## src/rtl/con3_pkg.sv

```systemverilog
// con3_pkg: shared widths, defaults and helpers for the CON3 servo generator
package con3_pkg;
    localparam int ANGLE_W        = 8;
    localparam int STEPS_PER_SLOT = 256;
    localparam int CLK_DIV_DEF    = 391;

    // One spare code is kept so out-of-range channel indices can be expressed and discarded
    function automatic int ch_idx_w(input int n);
        return (n < 1) ? 1 : $clog2(n + 1);
    endfunction

    function automatic int cnt_w(input int n);
        return (n > 1) ? $clog2(n) : 1;
    endfunction
endpackage

```

## src/rtl/con3_timebase.sv

```systemverilog
// con3_timebase: clock-enable prescaler plus step and slot counters for the servo frame
module con3_timebase
    import con3_pkg::*;
#(
    parameter int CLK_DIV     = CLK_DIV_DEF,
    parameter int FRAME_SLOTS = 20,
    parameter int SW          = cnt_w(FRAME_SLOTS)
) (
    input  logic               clk,
    input  logic               rst_n,
    input  logic               en,
    output logic               commit,
    output logic [ANGLE_W-1:0] step,
    output logic [SW-1:0]      slot
);
    localparam int DW = cnt_w(CLK_DIV);

    logic [DW-1:0] div;
    logic          tick;

    assign tick   = (div == DW'(CLK_DIV - 1));
    assign commit = en && (div == '0) && (step == '0) && (slot == '0);

    always_ff @(posedge clk or negedge rst_n) begin
        if (!rst_n) begin
            div  <= '0;
            step <= '0;
            slot <= '0;
        end else if (!en) begin
            div  <= '0;
            step <= '0;
            slot <= '0;
        end else begin
            div <= tick ? '0 : div + 1'b1;
            if (tick) begin
                step <= step + 1'b1;
                if (step == '1)
                    slot <= (slot == SW'(FRAME_SLOTS - 1)) ? '0 : slot + 1'b1;
            end
        end
    end
endmodule

```

## src/rtl/con3_multi.sv

```systemverilog
// con3_multi: multi-channel servo pulse generator with frame-boundary double-buffered angles
module con3_multi
    import con3_pkg::*;
#(
    parameter int CH_NUM      = 4,
    parameter int CLK_DIV     = CLK_DIV_DEF,
    parameter int BASE_SLOTS  = 1,
    parameter int FRAME_SLOTS = 20
) (
    input  logic                          clk,
    input  logic                          rst_n,
    input  logic                          en,
    input  logic [CH_NUM-1:0]             ch_en,
    input  logic                          wr_valid,
    output logic                          wr_ready,
    input  logic [ch_idx_w(CH_NUM)-1:0]   wr_ch,
    input  logic [ANGLE_W-1:0]            wr_angle,
    output logic [CH_NUM-1:0]             servo,
    output logic                          frame_start
);
    localparam int CH_W = ch_idx_w(CH_NUM);
    localparam int SW   = cnt_w(FRAME_SLOTS);

    logic                 commit;
    logic [ANGLE_W-1:0]   step;
    logic [SW-1:0]        slot;
    logic [ANGLE_W-1:0]   shadow [CH_NUM];
    logic [ANGLE_W-1:0]   angle  [CH_NUM];
    logic [CH_NUM-1:0]    act_en, en_eff, pulse;

    con3_timebase #(.CLK_DIV(CLK_DIV), .FRAME_SLOTS(FRAME_SLOTS), .SW(SW)) u_tb (
        .clk(clk), .rst_n(rst_n), .en(en), .commit(commit), .step(step), .slot(slot)
    );

    assign wr_ready = ~commit | ~rst_n;
    // The commit cycle already drives the first pulse edge, so it must see the values being loaded
    assign en_eff   = commit ? ch_en : act_en;

    for (genvar n = 0; n < CH_NUM; n++) begin : g_ch
        logic [ANGLE_W-1:0] a;
        assign a        = commit ? shadow[n] : angle[n];
        assign pulse[n] = en_eff[n] && ((slot < SW'(BASE_SLOTS)) ||
                                        ((slot == SW'(BASE_SLOTS)) && (step < a)));
    end

    always_ff @(posedge clk or negedge rst_n) begin
        if (!rst_n) begin
            servo       <= '0;
            frame_start <= 1'b0;
            act_en      <= '0;
            for (int i = 0; i < CH_NUM; i++) begin
                shadow[i] <= '0;
                angle[i]  <= '0;
            end
        end else begin
            frame_start <= commit;
            servo       <= en ? pulse : '0;
            if (commit) begin
                act_en <= ch_en;
                for (int i = 0; i < CH_NUM; i++)
                    angle[i] <= shadow[i];
            end
            for (int i = 0; i < CH_NUM; i++)
                if (wr_valid && wr_ready && wr_ch == CH_W'(i))
                    shadow[i] <= wr_angle;
        end
    end
endmodule
```

## config.mk

```make
export PLATFORM = sky130hd
export DESIGN_NAME = con3_multi
export DESIGN_NICKNAME = d
export VERILOG_FILES = /design/src/rtl/con3_pkg.sv /design/src/rtl/con3_timebase.sv /design/src/rtl/con3_multi.sv
export SDC_FILE = /design/constraint.sdc
export NUM_CORES = 1
export LEC_CHECK = 0
export ABC_AREA = 1
export BUFFER_PORTS_ARGS = -buffer_cell sky130_fd_sc_hd__buf_2
export CAP_MARGIN = 30
export CORE_MARGIN = 2
export CORE_UTILIZATION = 40
export DETAILED_ROUTE_END_ITERATION = 6
export GPL_TIMING_DRIVEN = 0
export PLACE_DENSITY = 0.62
export SETUP_SLACK_MARGIN = 0.5
export SLEW_MARGIN = 20
export SYNTH_ARGS = -nofsm -noshare
export SYNTH_HDL_FRONTEND = slang
export SYNTH_SLANG_ARGS = --single-unit
```

## constraint.sdc

```tcl
create_clock -name clk -period 3.7 [get_ports clk]
set_clock_uncertainty 0.15 [all_clocks]
set_input_delay 0.185 -clock clk [delete_from_list [all_inputs] [get_ports clk]]
set_output_delay 0.185 -clock clk [all_outputs]
set_load 0.05 [all_outputs]
```

==> results of run 1 <==
-- sequential cells by signal, summed over array words and instances (netlist names) --
signal and flops:
act_en 4, u_tb.slot 5, frame_start 1, shadow 32, angle 32, servo 4
u_tb.div 9, u_tb.step 8
-- layout make-up --
| type | count | area, µm² |
|---|---|---|
| timing repair buffer | 33 | 229 |
| tap | 172 | 215 |
| sequential | 95 | 2380 |
| clock buffer | 11 | 243 |
| multi-input combinational | 361 | 2300 |
| clock inverter | 5 | 40.0 |
| buffer | 12 | 113 |
| fill | 1188 | 6640 |
| inverter | 108 | 408 |
-- metrics by stage --
| stage | cells | hold slack, ns | area [µm²] |
|---|---|---|---|
| 2_1_floorplan | 576 | -0.261 | 5130 |
| 3_5_place_dp | 772 | -0.0842 | 5490 |
| 5_1_grt | 797 | 0.0566 | 5930 |
| 6_report | 797 | 0.0236 | 5930 |
| 3_3_place_gp | 771 | 0.260 | 5460 |
| 4_1_cts | 794 | 0.0183 | 5840 |
-- final timing paths --
path	cells past startpoint	startpoint	slack, ns	end
max	15	u_tb.step[1]$_DFFE_PN0P_	0.66	servo[2]$_DFF_PN0_
min	3	wr_angle[0]	0.02	shadow[0]$_DFFE_PN0P_
max reg2reg	15	u_tb.step[1]$_DFFE_PN0P_	0.66	servo[2]$_DFF_PN0_
min reg2reg	1	u_tb.div[0]$_DFF_PN0_	0.33	u_tb.div[0]$_DFF_PN0_
max in group asynchronous	3	rst_n	2.64	u_tb.step[1]$_DFFE_PN0P_
min in group asynchronous	2	rst_n	0.11	shadow[24]$_DFFE_PN0P_
-- power by group through the flow --
| stage | combinational, mW | clock, mW | sequential, mW |
|---|---|---|---|
| 3_5_place_dp | 0.891 | 0 | 1.43 |
| 5_1_grt | 1.08 | 0.945 | 1.44 |
| 4_1_cts | 0.911 | 0.914 | 1.42 |
| 6_report | 0.930 | 0.894 | 1.41 |
| 3_3_place_gp | 0.852 | 0 | 1.42 |
| 2_1_floorplan | 0.648 | 0 | 1.44 |
-- kinds of logic (layout without fill, tap and decap cells) --
group	after synthesis	in the layout
AO/OA/AOI/OAI	99	99
flip-flops	95	95
XOR/XNOR	2	2
buffers and inverters	120	169
AND/OR/NAND/NOR	224	224
adder cells (fa/ha/maj)	36	36
-- worst register-to-register path, delay by kind of cell (launching register included) --
family / cells / cell delay, ns
fa+ha+maj: 2 / 0.50
compound gates: 3 / 0.43
buf+inv: 3 / 0.48
flops: 1 / 0.47
simple gates: 7 / 0.94
-- Yosys cell counts (all sizes together) (4+ instances only) --
master / n / area (µm²)
nor3: 9 / 61.3
nand3: 19 / 113
a2111oi: 4 / 35.0
o21ai: 70 / 470
buf: 11 / 95.1
nand2: 139 / 562
dfrtp: 95 / 2380
nor2: 35 / 149
and2: 5 / 31.3
ha: 36 / 450
nand4: 10 / 129
a21oi: 19 / 95.1
inv: 108 / 408
-- per-layer routing --
layer | vias up | wire [µm] | GRT usage (%) | share of wire (%)
met5 | - | 0 | 0 | 0
met4 | 0 | 196 | 6.51 | 1.8
met3 | 12 | 321 | 3.19 | 3.0
met2 | 60 | 5080 | 27.0 | 47
met1 | 1807 | 5240 | 23.3 | 48
li1 | 1938 | - | - | -
-- timing repair --
action / 4_1_cts / 5_1_grt
pin swaps: 1 / 4
setup endpoints to repair: 4 / 4
gates resized for setup: 6 / 21
hold buffers: 5 / 0
endpoints found under the hold margin: 99 / 0
setup buffers: 1 / 3
==> summary.md, run 1 <==
| Metric | Value |
|---|---|
| Critical path fanouts, max | 10 |
| Clk buf depth | 2 |
| Final count of negative-setup-slack endpoints | 0 |
| Max VDD drop | 0.218 mV |
| Clk pwr share | 27.6% |
| Pleak | 3.11 nW |
| Net Sw Frac | 33.8% |
| HP Class | input port to register |
| Die area | 13700 µm² |
| Yosys warns | 0 |
| Setup TNS | 0 ns |
| Die H | 117 µm |
| Max Freq | 329 MHz |
| Most common cell after layout, fill and taps aside | nand2_1 |
| CTS H-tree depth | 3 |
| Final Hold Vio Count | 0 |
| Critical path class | register to register |
| Routability cong. | 0.809 |
| Layout cell share with drive strength beyond 1 | 21.4% |
| Worst stage delay on the critical path | 0.47 ns |
| Synth Area in Adders | 8.79% |
| CTS root buf | clkbuf_16 |
| Clk_lat worst skew | 0.34 ns |
| Xor and xnor area share after synthesis | 0.342% |
| Nets@finish | 675 |
| Rel. slew slack | 61.7% |
| Number of max-cap violations | 0 |
| CP Buf/Inv Count | 3 |
| CP Launch Type | register |
| Chip Width | 117 µm |
| Total grt overflow | 0 |
| Mapped Area | 5130 µm² |
| Sequential Power Share | 43.7% |
| Final Power | 3.24 mW |
| PortBufs | 23 |
| Initial antenna violation count | 0 |
| Place WS | 0.431 ns |
| Pre-antenna DRT Iters | 4 |
| Critical path endpoint category | register |
| Synth Area in Compound Gates | 12.8% |
| Power per cell area | 546 nW/µm² |
| Worst-Margin Slew | 0.575 ns |
| Vias per cell | 4.79 |
| Int Pwr | 2.14 mW |
| Mux contribution to synthesized area | 0% |
| Syn_nets | 631 |
| DRT antenna net count | 0 |
| Area growth from synthesis to layout | 15.7% |
| Post-synthesis sequential area ratio | 46.4% |
| Crit path required time | 3.82 ns |
| Most frequent cells in the layout | nand2_1, inv_1, dfrtp_1 |
| Diode count | 0 |
| CTS tree | yes |
| Crit share post-route | 82.1% |
| Total GRT Usage | 17.1% |
| Critical-path cell list | inv_1, ha_1, nand3_1, nor2_4, nand3_4, buf_6, clkbuf_4, nand2_1, o21ai_2, ha_1, nand2_1, and3b_1, a2111oi_2, nand2_1, a21oi_1 |
| Initial cell density of the core | 40.8% |
| Mapped Cells | 576 |
| Min Clock Period, post-route | 3.04 ns |
| Final WL | 10800 µm |
| Yosys cell types | 41 |
| Core area | 12600 µm² |
| Family with the most delay on the worst path | simple AND/OR/NAND/NOR gates |
| Drt wl/cell | 13.6 µm |
| Unrepaired setup endpoints after global routing | false |
| Post-synth top flop | dfrtp_1 |
| Vias | 3817 |
| Mapped Avg Cell Area | 8.90 µm² |
| Synth Area in Simple Gates | 21.8% |
| Hpwl dp | 7970 µm |
| Outcome | completed |
| # rows | 41 |
| Vias in the first global route | 3612 |
| First-pass GRT wire length | 17900 µm |
| DRT iter0 DRCs | 207 |
| Clk sinks | 95 |
| Switch Pwr | 1.10 mW |
| Max-slew violations | 0 |
| Clock Pin Slew Worst Setup and Hold Paths | 0.07 ns |
| Async SR Flop Fraction | 100% |
| Synth Register Bits | 95 |
| Setup ws final | 0.663 ns |
| CTS buffer count | 9 |
| Largest family of logic cells by synthesized area | simple AND/OR/NAND/NOR gates |
| Largest net degree at the start of global routing | 74 |
| Number of flops mapped to enable cells by yosys | 0 |
| Drt drc | 0 |
| Critical path data arrival time | 3.16 ns |
| Post-layout util | 47.2% |
| Cell mode on critical path | nand2_1 |
| Slowest CP cell | dfrtp_2 |
| IO Pins | 25 |
| Comb power frac | 28.7% |
No activity file was read; power rests on OpenSTA's default activity.
==> run 2, diff against run 1 <==
clock period = 3.1 ns   (was 3.7 ns; I/O delays follow)
==> run 2 against run 1 <==
Routed wire length up 3.4%. Sequential share of layout area down 2.1 points. Die area unchanged. Total power up 26%. Maximum frequency up 8.3%. Cell area up 5.7%. Hold slack worse by 0.012 ns. Sequential power up 20%. Register-to-register slack worse by 0.37 ns. Critical endpoint is now servo[1]$_DFF_PN0_.
==> summary.md, run 2 (synthesis gave the netlist of run 1 again) <==
| Metric | Value |
|---|---|
| Chip Width | 117 µm |
| Die area | 13700 µm² |
| Min Clock Period, post-route | 2.80 ns |
| Max Freq | 357 MHz |
| Critical path class | register to register |
| Initial antenna violation count | 0 |
| Outcome | completed |
| CTS buffer count | 9 |
| DRT iter0 DRCs | 203 |
| IO Pins | 25 |
| Clk sinks | 95 |
| Clk_lat worst skew | 0.35 ns |
| Vias in the first global route | 3639 |
| Final WL | 11200 µm |
| PortBufs | 23 |
| Layout cell share with drive strength beyond 1 | 28.3% |
| Hold WS | 0.0113 ns |
| Worst-Margin Slew | 0.388 ns |
| Drt drc | 0 |
| Clock Pin Slew Worst Setup and Hold Paths | 0.07 ns |
| Nets@finish | 690 |
| Clk buf depth | 2 |
| Largest net degree at the start of global routing | 75 |
| Vias | 3864 |
| Crit share post-route | 90.5% |
| Total grt overflow | 0 |
| Initial cell density of the core | 40.8% |
| RR Endpoint | servo[1]$_DFF_PN0_ |
| CTS tree | yes |
| R2R setup slack | 0.30 ns |
| Total GRT Usage | 17.7% |
| Drt wl/cell | 13.8 µm |
| Routability cong. | 0.829 |
| Unrepaired setup endpoints after global routing | true |
| Worst Hold Launch | wr_angle[5] |
| Critical path data arrival time | 2.94 ns |
| Hold Path End | shadow[29]$_DFFE_PN0P_ |
| Rel. slew slack | 74.0% |
| Max-slew violations | 0 |
| Critical path fanouts, max | 7 |
| Hpwl dp | 7940 µm |
| Pleak | 3.24 nW |
| HP Class | input port to register |
| Number of max-cap violations | 0 |
| Most common cell after layout, fill and taps aside | nand2_1 |
| R2R cell count | 16 |
| RR Startpoint | u_tb.div[0]$_DFF_PN0_ |
| DRT antenna net count | 0 |
| Crit path required time | 3.23 ns |
| Top Registers | angle (32), shadow (32), u_tb.div (9) |
| Power per cell area | 649 nW/µm² |
| Final count of negative-setup-slack endpoints | 0 |
| CTS H-tree depth | 3 |
| Die H | 117 µm |
| CP Launch Type | register |
| Layout Cells excl Fill | 811 |
| CTS root buf | clkbuf_16 |
| Pre-antenna DRT Iters | 4 |
| Core area | 12600 µm² |
| Vias per cell | 4.76 |
| Max VDD drop | 0.295 mV |
| Post-layout util | 49.9% |
| Area growth from synthesis to layout | 22.3% |
| # rows | 41 |
| Setup ws final | 0.296 ns |
| Most frequent cells in the layout | nand2_1, inv_1, dfrtp_1 |
| Critical path endpoint category | register |
| Final Hold Vio Count | 0 |
| Setup TNS | 0 ns |
| First-pass GRT wire length | 18400 µm |
| Place WS | -0.0737 ns |
| Min-Delay Path Depth | 3 |
| Placed insts | 772 |
| Diode count | 0 |
## run 2: final cells by class
class | count | area (µm²)
Tap cell | 172 | 215
Sequential cell | 95 | 2380
Multi-Input combinational cell | 361 | 2450
Inverter | 108 | 408
Timing Repair Buffer | 48 | 358
Buffer | 12 | 154
Clock inverter | 5 | 58.8
Clock buffer | 10 | 239
Fill cell | 1186 | 6300
## run 2: through the flow
step / instance area [µm²] / power, mW
global placement: 5480 / 2.73
detailed placement: 5520 / 2.78
CTS: 6070 / 3.99
finish: 6270 / 4.07
global route: 6270 / 4.37
floorplan: 5150 / 2.51
## run 2: worst max-delay path by stage
| stage | start | endpoint | slack [ns] |
|---|---|---|---|
| 2_1_floorplan | u_tb.div[0]$_DFF_PN0_ | servo[1]$_DFF_PN0_ | 0.42 |
| 3_3_place_gp | u_tb.step[0]$_DFFE_PN0P_ | servo[0]$_DFF_PN0_ | -0.02 |
| 3_5_place_dp | u_tb.step[0]$_DFFE_PN0P_ | servo[0]$_DFF_PN0_ | -0.07 |
| 4_1_cts | u_tb.div[0]$_DFF_PN0_ | servo[0]$_DFF_PN0_ | 0.29 |
| 5_1_grt | u_tb.div[0]$_DFF_PN0_ | servo[1]$_DFF_PN0_ | 0.11 |
| 6_report | u_tb.div[0]$_DFF_PN0_ | servo[1]$_DFF_PN0_ | 0.30 |
## run 2: per-layer routing
layer | GRT usage, % | up-vias | part of all wire, %
met3 | 2.83 | 11 | 2.2
met5 | 0 | - | 0
li1 | - | 1970 | -
met2 | 27.7 | 42 | 47
met4 | 7.69 | 0 | 1.8
met1 | 24.5 | 1841 | 49
## run 2: repair_timing
item,in CTS,in global routing
setup buffers,14,5
pin swaps,16,22
gates resized for setup,35,31
setup endpoints to repair,4,5
endpoints found under the hold margin,101,0
cloned,0,0
hold buffers,5,0
## run 2: report_power, final
part           internal, mW  switching, mW
sequential             1.56          0.123
combinational         0.514          0.745
clock                 0.643          0.476
total                  2.72           1.34
## run 2: critical path, stage by stage (launching register included)
cell and delay [ns]:
dfrtp_1 0.40, inv_2 0.09, ha_4 0.13, inv_2 0.03, nor2_2 0.09, nand2_2 0.09, nor2_4 0.17, nand3_4 0.10
buf_8 0.16, buf_12 0.14, o21ai_4 0.18, ha_4 0.23, a21oi_2 0.12, nor2_1 0.06, a2111oi_2 0.31, nand2_1 0.14
a21oi_2 0.15
==> run 3, diff against run 2 <==
REMOVE_ABC_BUFFERS = 1   (was not set)
==> run 3 against run 2 <==
Maximum frequency decreased by 0.30%. Largest power group unchanged. Cell area increased by 0.72%. Worst setup slack got worse by 0.0085 ns. Critical path type unchanged. Die area unchanged.
==> summary.md, run 3 (synthesis gave the netlist of run 1 again) <==
| Metric | Value |
|---|---|
| # rows | 41 |
| Vias per cell | 4.75 |
| Final WL | 11000 µm |
| Post-layout util | 50.2% |
| Pleak | 3.25 nW |
| IO Pins | 25 |
| Nets@finish | 689 |
| Pre-antenna DRT Iters | 4 |
| Total grt overflow | 0 |
| DRT antenna net count | 0 |
| DRT iter0 DRCs | 214 |
| Initial cell density of the core | 40.8% |
| Top Registers | angle (32), shadow (32), u_tb.div (9) |
| Post-DP Area | 5420 µm² |
| Min Clock Period, post-route | 2.81 ns |
| Number of max-cap violations | 0 |
| Largest net degree at the start of global routing | 72 |
| Vias in the first global route | 3811 |
| Crit share post-route | 90.7% |
| CTS tree | yes |
| Critical path endpoint category | register |
| Layout cell share with drive strength beyond 1 | 28.0% |
| Clk pwr share | 27.2% |
| Vias | 3849 |
| Layout Cells excl Fill | 811 |
| Chip Width | 117 µm |
| Unrepaired setup endpoints after global routing | true |
| Core area | 12600 µm² |
| Clock Pin Slew Worst Setup and Hold Paths | 0.07 ns |
| Min-Delay Path Depth | 3 |
| R2R setup slack | 0.29 ns |
| Max-slew violations | 0 |
| PortBufs | 24 |
| Worst Hold Launch | wr_angle[1] |
| Max Freq | 356 MHz |
| CTS root buf | clkbuf_16 |
| Area growth from synthesis to layout | 23.1% |
| Clk_lat worst skew | 0.34 ns |
| RR Startpoint | u_tb.slot[1]$_DFFE_PN0P_ |
| CP Launch Type | register |
| Sequential Power Share | 41.1% |
| Outcome | completed |
| Total GRT Usage | 17.2% |
| Die H | 117 µm |
| Most common cell after layout, fill and taps aside | nand2_1 |
| Final Hold Vio Count | 0 |
| Critical path fanouts, max | 8 |
| Comb power frac | 31.8% |
| Most frequent cells in the layout | nand2_1, inv_1, dfrtp_1 |
| Worst-Margin Slew | 0.428 ns |
| Critical path data arrival time | 2.94 ns |
| Crit path required time | 3.22 ns |
| Diode count | 0 |
| Routability cong. | 0.789 |
| R2R cell count | 15 |
| CTS H-tree depth | 3 |
| Final Power | 4.11 mW |
| Hpwl dp | 7220 µm |
| First-pass GRT wire length | 18200 µm |
| Clk buf depth | 2 |
| Max VDD drop | 0.333 mV |
| Drt wl/cell | 13.6 µm |
| Worst setup startpoint | u_tb.slot[1]$_DFFE_PN0P_ |
| Critical path class | register to register |
| HP Class | input port to register |
| Final Cell Area | 6310 µm² |
| Drt drc | 0 |
| CTS buffer count | 9 |
| Int Pwr | 2.74 mW |
| Rel. slew slack | 71.4% |
| Final count of negative-setup-slack endpoints | 0 |
| Clk sinks | 95 |
| Die area | 13700 µm² |
| Initial antenna violation count | 0 |
| Switch Pwr | 1.37 mW |
| Placed insts | 762 |
| Power per cell area | 650 nW/µm² |
| Net Sw Frac | 33.3% |
-- run 3: final timing paths --
path | end
min | shadow[9]$_DFFE_PN0P_
max in group asynchronous | u_tb.step[6]$_DFFE_PN0P_
min reg2reg | shadow[28]$_DFFE_PN0P_
max reg2reg | servo[3]$_DFF_PN0_
min in group asynchronous | angle[25]$_DFFE_PN0N_
max | servo[3]$_DFF_PN0_
-- run 3: power by group through the flow --
stage | registers, mW | clock network (mW) | logic [mW]
after CTS | 1.68 | 1.13 | 1.23
final | 1.69 | 1.12 | 1.30
after global placement | 1.69 | 0 | 1.01
after floorplan | 1.72 | 0 | 0.758
after detailed placement | 1.70 | 0 | 1.06
after global routing | 1.72 | 1.19 | 1.49
-- run 3: per-stage QoR --
step | setup TNS (ns) | setup slack, ns | hold WS (ns)
after floorplan | -0.268 | -0.0798 | -0.291
after global placement | -3.16 | -0.863 | 0.232
after detailed placement | -1.76 | -0.515 | -0.102
after CTS | 0 | 0.296 | 0.00166
after global routing | 0 | 0.119 | 0.0328
final | 0 | 0.287 | 0.00566
-- run 3: area by class of cell --
class | instances | area (µm²)
fillers | 1149 | 6260
multi-input cells | 362 | 2480
flip-flops and latches | 95 | 2380
repair buffers | 58 | 522
inverters | 108 | 408
clock buffers | 11 | 243
well taps | 172 | 215
clock inverters | 5 | 56.3
-- run 3: metal layers --
layer  global-route usage [%]  vias up  routed length [µm]
li1                         -     1957                   -
met1                     22.6     1825                5260
met2                     29.0       54                5330
met3                     2.32       13                 287
met4                     6.35        0                 144
met5                        0        -                   0
-- run 3: what timing repair did --
action / in CTS / in global routing
endpoints found under the hold margin: 103 / 0
cloned: 3 / 1
buffers inserted: 19 / 3
gates resized for setup: 38 / 26
setup endpoints to repair: 4 / 4
pin swaps: 9 / 9
hold buffers: 7 / 0
-- run 3: worst max-delay path, stage by stage (launching register included) --
cell and delay (ns):
dfrtp_1 0.40, inv_2 0.09, ha_2 0.19, nand3_2 0.10, nor2_4 0.18, nand3_4 0.16, buf_12 0.17, buf_16 0.13
nand2_1 0.07, o21ai_2 0.07, ha_1 0.31, nand2_1 0.10, nor2_1 0.07, a2111oi_2 0.30, nand2_1 0.14, a21oi_1 0.14
